## src/rtl/dbg_uart_pkg.sv

```systemverilog
// Command/reply byte codes and FSM state types for the UART debug-bridge responder.
package dbg_uart_pkg;

   localparam logic [7:0] CMD_RD  = 8'h52;
   localparam logic [7:0] CMD_WR  = 8'h57;
   localparam logic [7:0] RSP_OK  = 8'h4B;
   localparam logic [7:0] RSP_UNK = 8'h3F;
   localparam logic [7:0] RSP_ERR = 8'h45;

   typedef enum logic [2:0] {S_IDLE, S_ADDR, S_DATA, S_BUS, S_RESP, S_TX} st_t;

   typedef enum logic [1:0] {TX_IDLE, TX_LOAD, TX_WAIT_HI, TX_WAIT_LO} tx_st_t;

endpackage

```

## src/rtl/dbg_uart_tx_seq.sv

```systemverilog
// Reply byte sequencer: sends n_bytes of data MSB byte first, one transmit pulse per byte.
// Load-to-pulse 1 cycle; each byte waits for is_transmitting to rise and then fall.
module dbg_uart_tx_seq
   import dbg_uart_pkg::*;
#(
   parameter int DATA_W = 32,
   parameter int LEN_W  = $clog2(DATA_W / 8 + 1)
) (
   input  logic              clk,
   input  logic              rst,
   input  logic              load,
   input  logic [LEN_W-1:0]  n_bytes,
   input  logic [DATA_W-1:0] data,
   input  logic              is_transmitting,
   output logic              transmit,
   output logic [7:0]        tx_byte,
   output logic              done
);

   tx_st_t            st, st_nxt;
   logic [DATA_W-1:0] sh;
   logic [LEN_W-1:0]  left;
   logic              start;

   assign start   = load && (st == TX_IDLE) && !is_transmitting;
   assign tx_byte = sh[DATA_W-1 -: 8];

   always_ff @(posedge clk) begin
      if (rst) st <= TX_IDLE;
      else     st <= st_nxt;
   end

   always_ff @(posedge clk) begin
      if (rst) begin
         sh   <= '0;
         left <= '0;
      end else if (start) begin
         sh   <= data;
         left <= n_bytes;
      end else if (st == TX_WAIT_LO && !is_transmitting) begin
         sh   <= sh << 8;
         left <= left - LEN_W'(1);
      end
   end

   always_comb begin
      st_nxt   = st;
      transmit = 1'b0;
      done     = 1'b0;
      case (st)
         TX_IDLE:    if (start) st_nxt = TX_LOAD;
         TX_LOAD: begin
            transmit = 1'b1;
            st_nxt   = TX_WAIT_HI;
         end
         TX_WAIT_HI: if (is_transmitting) st_nxt = TX_WAIT_LO;
         TX_WAIT_LO: begin
            if (!is_transmitting) begin
               if (left == LEN_W'(1)) begin
                  done   = 1'b1;
                  st_nxt = TX_IDLE;
               end else begin
                  st_nxt = TX_LOAD;
               end
            end
         end
         default:    st_nxt = TX_IDLE;
      endcase
   end

endmodule

```

## src/rtl/dbg_uart_resp.sv

```systemverilog
// UART debug responder: parses R/W commands, runs one bus cycle, replies; bytes arriving mid-reply are dropped.
// Reply starts 2 cycles + bus latency after the last rx byte; DBG_UART_TIMEOUT_EN adds an inter-byte idle abort.
module dbg_uart_resp
   import dbg_uart_pkg::*;
#(
   parameter int ADDR_W         = 32,
   parameter int DATA_W         = 32,
   parameter int TIMEOUT_CYCLES = 100000
) (
   input  logic              clk,
   input  logic              rst,
   input  logic              received,
   input  logic [7:0]        rx_byte,
   input  logic              recv_error,
   output logic              transmit,
   output logic [7:0]        tx_byte,
   input  logic              is_transmitting,
   output logic              bus_req,
   output logic              bus_we,
   output logic [ADDR_W-1:0] bus_addr,
   output logic [DATA_W-1:0] bus_wdata,
   input  logic              bus_ack,
   input  logic [DATA_W-1:0] bus_rdata
);

   localparam int ADDR_B = ADDR_W / 8;
   localparam int DATA_B = DATA_W / 8;
   localparam int MAX_B  = (ADDR_B > DATA_B) ? ADDR_B : DATA_B;
   localparam int CNT_W  = $clog2(MAX_B + 1);
   localparam int LEN_W  = $clog2(DATA_B + 1);
   localparam logic [DATA_W-9:0] PAD = '0;

   st_t               state, state_nxt;
   logic [CNT_W-1:0]  cnt;
   logic              is_wr;
   logic [ADDR_W-1:0] addr_q;
   logic [DATA_W-1:0] wdata_q;
   logic [DATA_W-1:0] rsp_q;
   logic [LEN_W-1:0]  rsp_len;
   logic              rx_ok, last_addr, last_data, timeout, load, done;

   // recv_error overrides a simultaneous received pulse
   assign rx_ok     = received && !recv_error;
   assign last_addr = (cnt == CNT_W'(ADDR_B - 1));
   assign last_data = (cnt == CNT_W'(DATA_B - 1));

`ifdef DBG_UART_TIMEOUT_EN
   localparam int TO_W = $clog2(TIMEOUT_CYCLES + 1);
   logic [TO_W-1:0] idle_cnt;

   always_ff @(posedge clk) begin
      if (rst || received || !(state == S_ADDR || state == S_DATA)) idle_cnt <= '0;
      else                                                            idle_cnt <= idle_cnt + TO_W'(1);
   end

   assign timeout = (idle_cnt >= TO_W'(TIMEOUT_CYCLES - 1));
`else
   logic unused_timeout_cfg;
   assign unused_timeout_cfg = ^TIMEOUT_CYCLES;
   assign timeout            = 1'b0;
`endif

   always_ff @(posedge clk) begin
      if (rst) state <= S_IDLE;
      else     state <= state_nxt;
   end

   always_comb begin
      state_nxt = state;
      load      = 1'b0;
      case (state)
         S_IDLE: begin
            if (recv_error)                                                   state_nxt = S_RESP;
            else if (rx_ok && (rx_byte == CMD_RD || rx_byte == CMD_WR))       state_nxt = S_ADDR;
            else if (rx_ok)                                                   state_nxt = S_RESP;
         end
         S_ADDR: begin
            if (recv_error)              state_nxt = S_RESP;
            else if (rx_ok && last_addr) state_nxt = is_wr ? S_DATA : S_BUS;
            else if (!rx_ok && timeout)  state_nxt = S_IDLE;
         end
         S_DATA: begin
            if (recv_error)              state_nxt = S_RESP;
            else if (rx_ok && last_data) state_nxt = S_BUS;
            else if (!rx_ok && timeout)  state_nxt = S_IDLE;
         end
         S_BUS:  if (bus_ack) state_nxt = S_RESP;
         S_RESP: begin
            if (!is_transmitting) begin
               load      = 1'b1;
               state_nxt = S_TX;
            end
         end
         S_TX:   if (done) state_nxt = S_IDLE;
         default: state_nxt = S_IDLE;
      endcase
   end

   always_ff @(posedge clk) begin
      if (rst) begin
         cnt     <= '0;
         is_wr   <= 1'b0;
         addr_q  <= '0;
         wdata_q <= '0;
         rsp_q   <= '0;
         rsp_len <= '0;
      end else begin
         if (state_nxt != state)                             cnt <= '0;
         else if (rx_ok && (state == S_ADDR || state == S_DATA)) cnt <= cnt + CNT_W'(1);

         if (state == S_IDLE && rx_ok)  is_wr   <= (rx_byte == CMD_WR);
         if (state == S_ADDR && rx_ok)  addr_q  <= {addr_q[ADDR_W-9:0], rx_byte};
         if (state == S_DATA && rx_ok)  wdata_q <= {wdata_q[DATA_W-9:0], rx_byte};

         if (state_nxt == S_RESP && state != S_RESP) begin
            if (state == S_BUS) begin
               rsp_q   <= is_wr ? {RSP_OK, PAD} : bus_rdata;
               rsp_len <= is_wr ? LEN_W'(1) : LEN_W'(DATA_B);
            end else begin
               rsp_q   <= {(recv_error ? RSP_ERR : RSP_UNK), PAD};
               rsp_len <= LEN_W'(1);
            end
         end
      end
   end

   assign bus_req   = (state == S_BUS);
   assign bus_we    = is_wr;
   assign bus_addr  = addr_q;
   assign bus_wdata = wdata_q;

   dbg_uart_tx_seq #(.DATA_W(DATA_W), .LEN_W(LEN_W)) u_tx_seq (
      .clk             (clk),
      .rst             (rst),
      .load            (load),
      .n_bytes         (rsp_len),
      .data            (rsp_q),
      .is_transmitting (is_transmitting),
      .transmit        (transmit),
      .tx_byte         (tx_byte),
      .done            (done)
   );

endmodule
```

## config.mk

```make
export PLATFORM = sky130hd
export DESIGN_NAME = dbg_uart_resp
export DESIGN_NICKNAME = d
export VERILOG_FILES = /design/src/rtl/dbg_uart_pkg.sv /design/src/rtl/dbg_uart_tx_seq.sv /design/src/rtl/dbg_uart_resp.sv
export SDC_FILE = /design/constraint.sdc
export NUM_CORES = 1
export LEC_CHECK = 0
export CORE_AREA = 2 2 108 110
export DETAILED_ROUTE_END_ITERATION = 8
export DIE_AREA = 0 0 110 112
export GPL_TIMING_DRIVEN = 0
export PLACE_DENSITY = 0.83
export SKIP_LAST_GASP = 1
export SLEW_MARGIN = 5
export SYNTH_ARGS = -nofsm -noshare
export SYNTH_HDL_FRONTEND = slang
export SYNTH_SLANG_ARGS = --single-unit
```

## constraint.sdc

```tcl
create_clock -name clk -period 4 [get_ports clk]
set_input_delay 0.6 -clock clk [delete_from_list [all_inputs] [get_ports clk]]
set_output_delay 0.6 -clock clk [all_outputs]
set_load 0.02 [all_outputs]
```

# Word level (Yosys, flattened, before mapping)
# Index checks and enable logic that the tools add are counted.
# totals
register_bits,143
latch_bits,0
mem_bits_rw,0
mem_bits_ro,0
inputBits,46
output_inout_bits,75
n_memories,0
# op_classes
n_addsub,2
mul,0
n_div,0
magnitude_cmp,0
eq_ne,18
shifts,0
mux,32
bitwise,0
n_reduce_logical,20
# op_table
cell,count
$mux W32,4
$mux W3,14
$pmux W3 S6,1
$eq A8 B7 Y1 const B,2
$logic_and A1 B1 Y1,11
$eq A3 B2 Y1 const B,3
$eq A3 B3 Y1 const B,3
$mux W1,8
$pmux W2 S4,1
$mux W7,1
$eq A3 B1 Y1 const B,2
$mux W2,3
$eq A2 B2 Y1 const B,2
$ne A2 B2 Y1 const B,2
$add A3 B1 Y3 const B,1
$logic_not A3 Y1,1
$ne A3 B3 Y1,1
$ne A3 B3 Y1 const B,1
$reduce_and A3 Y1,1
$sub A3 B1 Y3 const B,1
$eq A2 B1 Y1 const B,1
$logic_not A1 Y1,2
$logic_not A2 Y1,1
$logic_or A1 B1 Y1,2
other kinds (3),3

# Depth between registers and ports, before layout
# depth
word_depth,8
depth_mapped,9

# Modules after synthesis
# From an unflattened synthesis, not the netlist that was laid out.
# hier_totals
hier_cells,752
hier_area_um2,6129.6
# modules_own_cells
mod,n_inst,cells_per_inst,area_per_inst_um2,seq_area_each_um2
dbg_uart_resp,1,532,4192.8,2102.0
dbg_uart_tx_seq,1,220,1936.9,740.7

# Least setup slack after synthesis
# No wires, ideal clock.
# synth_path
kind,in2reg
startpoint,in rx_byte[5]
endpoint,reg rsp_len[2]
t_arrival_ns,2.263
t_required_ns,3.879
slack_ns,1.616
path_stages,6
cell_sequence,nand4bb_1 or4b_1 a221o_1 nand4_1 buf_6 mux2_4
# synth_via
elab_chain_cells,8
elab_cells_between_ends,9
cone_classes,eq/ne: 3; mux: 3; reduce/logical: 3
# synth_lines
item,line_no,source
from (decl),dbg_uart_resp.sv:13,"input logic [7:0] rx_byte,"
$eq A8 B7 Y1,dbg_uart_resp.sv:74,else if (rx_ok && (rx_byte == CMD_RD || rx_byte == CMD_WR)) state_nxt = S_ADDR;
$logic_or A1 B1 Y1 *,dbg_uart_resp.sv:74,
$logic_and A1 B1 Y1 *,dbg_uart_resp.sv:74,
$mux W3 *,dbg_uart_resp.sv:74,
$mux W3 *,dbg_uart_resp.sv:73,if (recv_error) state_nxt = S_RESP;
$pmux W3 S6 *,dbg_uart_resp.sv:71,case (state)
$eq A3 B3 Y1 *,dbg_uart_resp.sv:115,if (state_nxt == S_RESP && state != S_RESP) begin
$logic_and A1 B1 Y1 *,dbg_uart_resp.sv:115,
to (signal assigned),dbg_uart_resp.sv:118,rsp_len <= is_wr ? LEN_W'(1) : LEN_W'(DATA_B);
to (decl),dbg_uart_resp.sv:39,logic [LEN_W-1:0] rsp_len;
# Every way passes the cells marked *; elsewhere a longest branch is shown, timed or not.
# A chain may end at the register's enable or synchronous reset.

# Worst setup path in the final report
# layout_path
startpoint,in rx_byte[5]
endpoint,reg rsp_q[11]
# layout_via
elab_chain_cells,8
elab_cells_between_ends,9
cone_classes,eq/ne: 3; mux: 3; reduce/logical: 3
# layout_lines
item,line_no,source
$eq A8 B7 Y1,dbg_uart_resp.sv:74,
$logic_or A1 B1 Y1 *,dbg_uart_resp.sv:74,
$logic_and A1 B1 Y1 *,dbg_uart_resp.sv:74,
$mux W3 *,dbg_uart_resp.sv:74,
$mux W3 *,dbg_uart_resp.sv:73,
$pmux W3 S6 *,dbg_uart_resp.sv:71,
$eq A3 B3 Y1 *,dbg_uart_resp.sv:115,
$logic_and A1 B1 Y1 *,dbg_uart_resp.sv:115,
to (signal assigned),dbg_uart_resp.sv:117,"rsp_q <= is_wr ? {RSP_OK, PAD} : bus_rdata;"
to (signal assigned),dbg_uart_resp.sv:120,"rsp_q <= {(recv_error ? RSP_ERR : RSP_UNK), PAD};"
to (decl),dbg_uart_resp.sv:38,logic [DATA_W-1:0] rsp_q;
# Marks and branches as above.

==> results.py <==
metrics = {
    "finish": {
        "seqCellArea_sq_um": 2840,
        "multiInputGateArea_sq_um": 2840,
        "post-route-util_pct": 71.5,
        "nets": 881,
        "drive_gt1_share_pct": 7.16,
        "syn2layout_area_growth_pct": 32.4,
        "nFillCells": 819,
        "antenna_cells": 0,
    },
    "die": {
        "num_rows": 39,
        "die_height_um": 112,
        "io_pins": 121,
        "die_x_um": 110,
        "initial_core_util_pct": 54.0,
        "die_area_sq_um": 12300,
        "core_sq_um": 11200,
    },
    "pwr": {
        "ir_drop_v": 0.000315,
        "power.leakage_uw": 0.00304,
        "power.density_nw_per_um2": 459,
    },
    "logic_synthesis": {
        "synth_cell_types": 51,
        "yosysSeqAreaShare_pct": 47.1,
        "ys.flop_type": "dfxtp_1",
        "syn_area_sq_um": 6030,
        "yosys_warnings": 0,
        "synth-seq-cells": 142,
        "synth-edff-count": 0,
        "avgSynthCellArea_sq_um": 8.75,
        "netlist_instances": 689,
        "syn_nets": 744,
        "ys_async_sr_fraction_pct": 0,
    },
    "sta": {
        "worst_pin_slew_ps": 760,
        "fin_worst_skew_ps": 7.45,
        "fmax_ghz": 0.361,
        "rsz0062_at_grt": "false",
        "fin_tns_setup_ps": 0,
        "finalHoldViolCount": 0,
        "slew-limit-headroom_pct": 49.3,
        "setup_viol": 0,
        "period_share_pct": 69.2,
        "min_period_ps": 2770,
        "drv_slew": 0,
    },
    "clocking": {
        "numClockSinks": 142,
        "clk_pin_slew_ps": 60,
        "clk_path_buf_depth": 2,
        "cts_tree": "yes",
        "numCtsBuffers": 17,
        "cts_setup_buffers": 0,
        "htreeDepth": 4,
        "clk-insertion-delay-late_ps": 420,
        "cts_root_buf": "clkbuf_16",
        "cts_resized": 0,
        "hold_buffers": 0,
    },
    "grt": {
        "grt_pass1_vias": 5251,
        "grtUsageTotal_pct": 26.1,
        "grt_max_degree": 17,
        "antenna_found_initial": 0,
        "grt_overflow": 0,
        "grt_pass1_wl_um": 24900,
    },
    "worst_setup_path": {
        "worst-path-max-fanout": 10,
        "arrival_ps": 3120,
        "end_kind": "flop",
        "critPathKind": "primary input to flop",
        "crit_required_ps": 4350,
        "cp-start-kind": "primary input",
    },
    "outcome": {
        "status": "finished, final reports clean",
    },
    "worst_hold_path": {
        "min_path_type": "flop to flop",
    },
    "route": {
        "drc_errors": 0,
        "first_pass_iters": 5,
        "ant_nets": 0,
        "totalWireLength_um": 15500,
        "drt_iter0_drc": 273,
        "vias": 5307,
        "wl_per_cell_um": 15.8,
        "viasPerCell": 5.41,
    },
    "flow_run": {
        "cap_violations": 0,
    },
    "place": {
        "port_buffers": 118,
        "place.gp.congestion": 0.882,
        "dp_hpwl_um": 11200,
    },
}
layout by cell type, fill, tap and decap left out, types with 4 or more instances in the layout:
master,Yosys,final
dfxtp_1,142,142
clkbuf_16,0,17
nor2b_1,4,4
xnor2_1,4,4
a21oi_1,83,83
nor2_1,41,41
a41oi_1,4,4
nand2_1,163,163
clkbuf_1,34,36
a211oi_1,31,31
buf_6,4,4
buf_1,5,5
inv_1,7,7
nand2b_1,33,33
clkdlybuf4s50_1,0,118
o21ai_0,4,4
nand3b_1,4,4
nand3_1,12,12
ha_1,9,9
mux2i_1,54,54
buf_4,10,10
final cells by class:
class | count | share of cell area [%]
Sequential cell | 142 | 35.6
Multi-Input combinational cell | 482 | 35.6
Timing Repair Buffer | 118 | 14.8
Clock buffer | 19 | 5.42
Buffer | 58 | 4.03
Tap cell | 143 | 2.24
Clock inverter | 12 | 2.05
Inverter | 7 | 0.329
critical path, cell delays in order:
cell and delay (ps):
clkdlybuf4s50_1 490, nand4bb_1 260, or4b_1 550, a221o_1 470
nand4_1 160, buf_6 220, buf_12 170, mux2i_1 190
path summary, 6_finish.rpt:
| path | from | end | slack (ps) | depth (start not counted) |
|---|---|---|---|---|
| hold / removal | bus_addr[31] | bus_addr[31] | 460 | 2 |
| hold reg to reg | bus_addr[31] | bus_addr[31] | 460 | 2 |
| setup / recovery | rx_byte[5] | rsp_q[11] | 1230 | 8 |
| setup reg to reg | cnt[0] | rsp_len[2] | 1420 | 8 |
registers in the layout, indices dropped and copies added (netlist names):
signal,flops
cnt,3
rsp_len,2
u_tx_seq.st,2
bus_addr,32
u_tx_seq.sh,32
u_tx_seq.left,3
bus_wdata,32
bus_we,1
rsp_q,32
state,3
logic make-up after synthesis:
family,Yosys count,synth area share [%]
buffers and inverters,65,5.77
AO/OA/AOI/OAI,137,14.5
XOR/XNOR,4,0.581
adder cells (fa/ha/maj),9,1.87
multiplexers,57,9.65
AND/OR/NAND/NOR,275,20.6
flip-flops,142,47.1
routing by layer:
layer	part of all wire (%)	vias to the layer above	global-route usage [%]
met5	0	-	0
met4	2.5	0	11.4
met3	5.5	34	6.50
met2	52	157	45.4
met1	41	2501	29.6
li1	-	2615	-
power by group:
| group | switching, uW | internal [uW] | total [uW] |
|---|---|---|---|
| registers | 49.0 | 1480 | 1530 |
| logic | 277 | 259 | 536 |
| clock network | 613 | 984 | 1600 |
per-stage QoR:
step / power, uW / setup slack, ps / hold slack (ps) / instance area [sq um] / std cells
after floorplan: 1920 / 1620 / 432 / 6030 / 689
after global placement: 2070 / 908 / 441 / 7390 / 950
after detailed placement: 2090 / 846 / 446 / 7390 / 950
after CTS: 3670 / 1270 / 457 / 7990 / 981
after global routing: 3790 / 1140 / 479 / 7990 / 981
final: 3660 / 1230 / 457 / 7990 / 981
synthesized netlist by cell type, drive strengths merged, types with 5 or more instances:
library cell | count | share of area (%)
clkbuf | 34 | 2.1
mux2i | 54 | 9.0
inv | 7 | 0.44
nand3 | 12 | 1.0
nor2b | 5 | 0.64
nand2b | 33 | 3.4
ha | 9 | 1.9
buf | 24 | 3.2
a21oi | 83 | 6.9
a211oi | 34 | 4.5
nand2 | 163 | 10
dfxtp | 142 | 47
nor2 | 41 | 2.6
No activity file was read; power rests on OpenSTA's default activity.
